$ cat src/rtl/fp_adder_driver.sv
// Drives an external strobed FP adder to sum a vector of words one element at a time.
// The accumulator and count are returned together, with an error flag if the adder stops responding.
module fp_adder_driver #(
  parameter int N       = 32,
  parameter int CNT_W   = 8,
  parameter int TIMEOUT = 64
) (
  input  logic             clk,
  input  logic             rst,
  input  logic [N-1:0]     data_in,
  input  logic             data_in_stb,
  input  logic             data_in_last,
  output logic             data_in_ack,
  output logic [N-1:0]     adder_a,
  output logic             adder_a_stb,
  output logic [N-1:0]     adder_b,
  output logic             adder_b_stb,
  input  logic [N-1:0]     adder_z,
  input  logic             adder_z_stb,
  output logic [N-1:0]     sum_out,
  output logic             sum_out_stb,
  input  logic             sum_out_ack,
  output logic [CNT_W-1:0] count_out,
  output logic             error
);

  typedef enum logic [2:0] {IDLE, SEND_A, SEND_B, WAIT_Z, DONE} state_t;
  localparam int WW = $clog2(TIMEOUT + 1);

  state_t           state;
  logic [N-1:0]     acc;
  logic [N-1:0]     operand;
  logic             last;
  logic [CNT_W-1:0] count;
  logic [CNT_W-1:0] count_inc;
  logic [WW-1:0]    wait_cnt;

  assign count_inc = (&count) ? count : count + 1'b1;

  always_ff @(posedge clk) begin
    if (rst) begin
      state       <= IDLE;
      acc         <= '0;
      operand     <= '0;
      last        <= 1'b0;
      count       <= '0;
      wait_cnt    <= '0;
      data_in_ack <= 1'b0;
      adder_a     <= '0;
      adder_a_stb <= 1'b0;
      adder_b     <= '0;
      adder_b_stb <= 1'b0;
      sum_out     <= '0;
      sum_out_stb <= 1'b0;
      count_out   <= '0;
      error       <= 1'b0;
    end else begin
      data_in_ack <= 1'b0;
      adder_a_stb <= 1'b0;
      adder_b_stb <= 1'b0;
      case (state)
        IDLE: if (data_in_stb) begin
          operand     <= data_in;
          last        <= data_in_last;
          data_in_ack <= 1'b1;
          state       <= SEND_A;
        end
        SEND_A: begin
          adder_a     <= acc;
          adder_a_stb <= 1'b1;
          state       <= SEND_B;
        end
        SEND_B: begin
          adder_b     <= operand;
          adder_b_stb <= 1'b1;
          wait_cnt    <= '0;
          state       <= WAIT_Z;
        end
        WAIT_Z: begin
          // A result arriving on the last timeout cycle still wins over the timeout.
          if (adder_z_stb) begin
            acc   <= adder_z;
            count <= count_inc;
            if (last) begin
              sum_out     <= adder_z;
              count_out   <= count_inc;
              sum_out_stb <= 1'b1;
              state       <= DONE;
            end else begin
              state <= IDLE;
            end
          end else if (wait_cnt == WW'(TIMEOUT - 1)) begin
            error       <= 1'b1;
            sum_out     <= acc;
            count_out   <= count;
            sum_out_stb <= 1'b1;
            state       <= DONE;
          end else begin
            wait_cnt <= wait_cnt + 1'b1;
          end
        end
        DONE: if (sum_out_ack) begin
          sum_out_stb <= 1'b0;
          acc         <= '0;
          count       <= '0;
          error       <= 1'b0;
          state       <= IDLE;
        end
        default: state <= IDLE;
      endcase
    end
  end

endmodule

$ cat config.mk
export PLATFORM = sky130hd
export DESIGN_NAME = fp_adder_driver
export DESIGN_NICKNAME = d
export VERILOG_FILES = /design/src/rtl/fp_adder_driver.sv
export SDC_FILE = /design/constraint.sdc
export NUM_CORES = 1
export LEC_CHECK = 0
export CAP_MARGIN = 0
export CORE_MARGIN = 10
export CORE_UTILIZATION = 53
export DETAILED_ROUTE_END_ITERATION = 10
export GPL_ROUTABILITY_DRIVEN = 0
export MAX_ROUTING_LAYER = met4
export PLACE_DENSITY = 0.85
export SETUP_SLACK_MARGIN = 0.1
export SLEW_MARGIN = 5
export SYNTH_ARGS = -nofsm -noshare
export SYNTH_HDL_FRONTEND = slang
export SYNTH_SLANG_ARGS = --single-unit
$ cat constraint.sdc
create_clock -name clk -period 3.3 [get_ports clk]
set_input_delay 0.66 -clock clk [delete_from_list [all_inputs] [get_ports clk]]
set_output_delay 0.66 -clock clk [all_outputs]
set_load 0.02 [all_outputs]
==> metrics.cfg <==
[outcome]
status = completed

[clock_network]
cts_hold_buf = 0
cts_made_buffers = 17
clock_latency_ns = 0.44
ctsResizeCount = 0
clk_pin_slew_ns = 0.07
cts_setup_buffers = 0
cts_root_buf = clkbuf_16
cts_max_path_buffers = 2
clock_sinks = 192
cts_htree_levels = 4
cts_tree = done

[placed_design]
dp_cells = 1098
port_buffers = 178
place_ws_ns = 1.02
hpwl_um = 13500

[critical_path]
critPathArrivalTime_ns = 2.55
reg2reg_from = state[1]
crit_start = state[1]
critPathRequiredTime_ns = 3.66
cp_max_fo = 28
start_kind = register
critPathCaptureType = register
worstSetupPathType = register to register

[worst_hold_path]
hold_path_class = register to register
hp-start = adder_a[29]

[power]
p_leak_nw = 3.40
power.net_switching_mw = 1.19
pwr-share-comb_pct = 8.9
clockPowerShare_pct = 39.8
p_sw_share_pct = 25.3
power_density_nw_per_um2 = 485
power.internal_mw = 3.50
seq_power_share_pct = 51.3
vdd_drop_max_mv = 0.410

[floorplanning]
die_y_um = 138
io_pins = 179
initial_core_util_pct = 54.6
fp.coreArea_sq_um = 13400
dieArea_sq_um = 18900
die-width_um = 138
std_cell_rows = 42

[yosys]
synth_commonest_cells = dfxtp_1, nand2_1, a21oi_1, nor2_1, mux2i_1
yosysSeqAreaShare_pct = 52.5
synth_most_common_cell = dfxtp_1
syn_area_per_cell_sq_um = 9.16
yosys-top-cells-area = dfxtp_1, a21oi_1, nand2_1
syn-cell-area_sq_um = 7320
ys.warnings.count = 0
synth_cells = 799
synth_top_area_share_pct = 52.5
synth_cell_type_count = 52
async_flop_share_pct = 0
synth.largest_area_cell = dfxtp_1
synth_ff_type = dfxtp_1
ys_ff_latch = 192
synth_nets = 871
synth_edf_count = 0

[timing]
worstMarginPinSlew_ns = 1.05
drv_slew = 0
setup_viol = 0
clock_skew_ns = 0.00759
finalSetupTns_ns = 0
relSlewSlack_pct = 28.9
hold_violations = 0
max_freq_ghz = 0.456
min_period_ns = 2.19
rsz0062_at_grt = no
min_period_over_period_pct = 66.4
setup_ws_ns = 1.11

[grt]
grt_antenna_before_repair = 0
grt_pass1_wl_um = 32400
grt_max_degree = 65
grt_pass1_vias = 5987
grt_use_total_pct = 22.3
grt_remaining_overflow = 0

[drt]
drtIter0Drc = 356
vias_per_cell = 5.57
antenna_left = 0
first_pass_iters = 5
wl_per_cell_um = 18.2
drc_errors = 0
routed_wl_um = 20600
vias = 6290

[job]
drv_cap = 0

[cells_and_area]
area_growth_pct = 32.0
fin_util_pct = 72.1
drive_gt1_share_pct = 6.40
nNetsFinal = 1013
fin_cells = 1130

[path summary, 6_finish.rpt]
| path | depth (start not counted) | endpoint | slack, ns |
|---|---|---|---|
| worst max-delay path | 4 | sum_out[20] | 1.11 |
| worst max register to register | 4 | sum_out[20] | 1.11 |
| worst min-delay path | 2 | adder_a[29] | 0.45 |
| worst min register to register | 2 | adder_a[29] | 0.45 |
[flip-flops by register name, summed over array words and instances, names as in the netlist, 7 cells and up]
signal / flops
acc: 32
adder_a: 32
adder_b: 32
operand: 32
sum_out: 32
count: 8
count_out: 8
wait_cnt: 7
[power groups by stage]
stage	combinational, mW	sequential (mW)	clock, mW
2_1_floorplan	0.229	2.46	0
3_3_place_gp	0.409	2.45	0
3_5_place_dp	0.414	2.45	0
4_1_cts	0.417	2.40	1.88
5_1_grt	0.454	2.41	1.98
6_report	0.417	2.40	1.87
[kinds of logic (layout without fill, tap and decap cells)]
family | Yosys count | after routing | share of synthesized area [%]
other cells | 0 | 1 | 0
fa+ha+maj | 2 | 2 | 0.342
compound gates | 253 | 253 | 22.7
flops | 192 | 192 | 52.5
xor+xnor | 2 | 2 | 0.239
simple gates | 237 | 237 | 14.5
mux | 37 | 37 | 5.06
buf+inv | 76 | 230 | 4.66
[routing by layer]
metal	GRT usage, %	share of wire, %
met1	25.8	40
met2	34.4	49
met3	9.25	9.3
met4	7.08	1.4
met5	-	0
[placed cells by master (no fill, tap or decap), types with 4 or more instances in the layout]
master	n
nand2b_1	5
nand2_1	138
nand3_1	6
buf_4	15
a22oi_1	33
clkbuf_16	17
nor2b_1	4
a31oi_1	4
clkinvlp_4	4
o21ai_0	11
clkinv_2	7
a22o_1	32
inv_1	6
nand4_1	5
dfxtp_1	192
a211oi_1	36
a21oi_1	115
clkdlybuf4s50_1	176
mux2i_1	37
nor3_1	4
nor2_1	46
o21a_1	4
[critical path: stages, from the launching register on]
cell      delay [ns]
dfxtp_1         0.65
and3b_1         0.64
buf_4           0.44
a21oi_1         0.12
a211oi_1        0.24
[through the flow]
stage	power (mW)	instance area (sq um)	hold slack [ns]
after floorplan	2.68	7320	0.436
after global placement	2.86	9140	0.441
after detailed placement	2.87	9140	0.446
after CTS	4.70	9660	0.455
after global routing	4.84	9660	0.470
final	4.69	9660	0.451
[cell type report]
| type | instances | area (sq um) |
|---|---|---|
| diodes | 1 | 2.50 |
| inverters | 6 | 22.5 |
| multi-input cells | 531 | 3150 |
| repair buffers | 193 | 1900 |
| clock inverters | 14 | 93.8 |
| well taps | 176 | 220 |
| flip-flops and latches | 192 | 3840 |
| clock buffers | 17 | 425 |
| fillers | 1023 | 3740 |
Note: power is estimated with default switching activity, not from simulation.
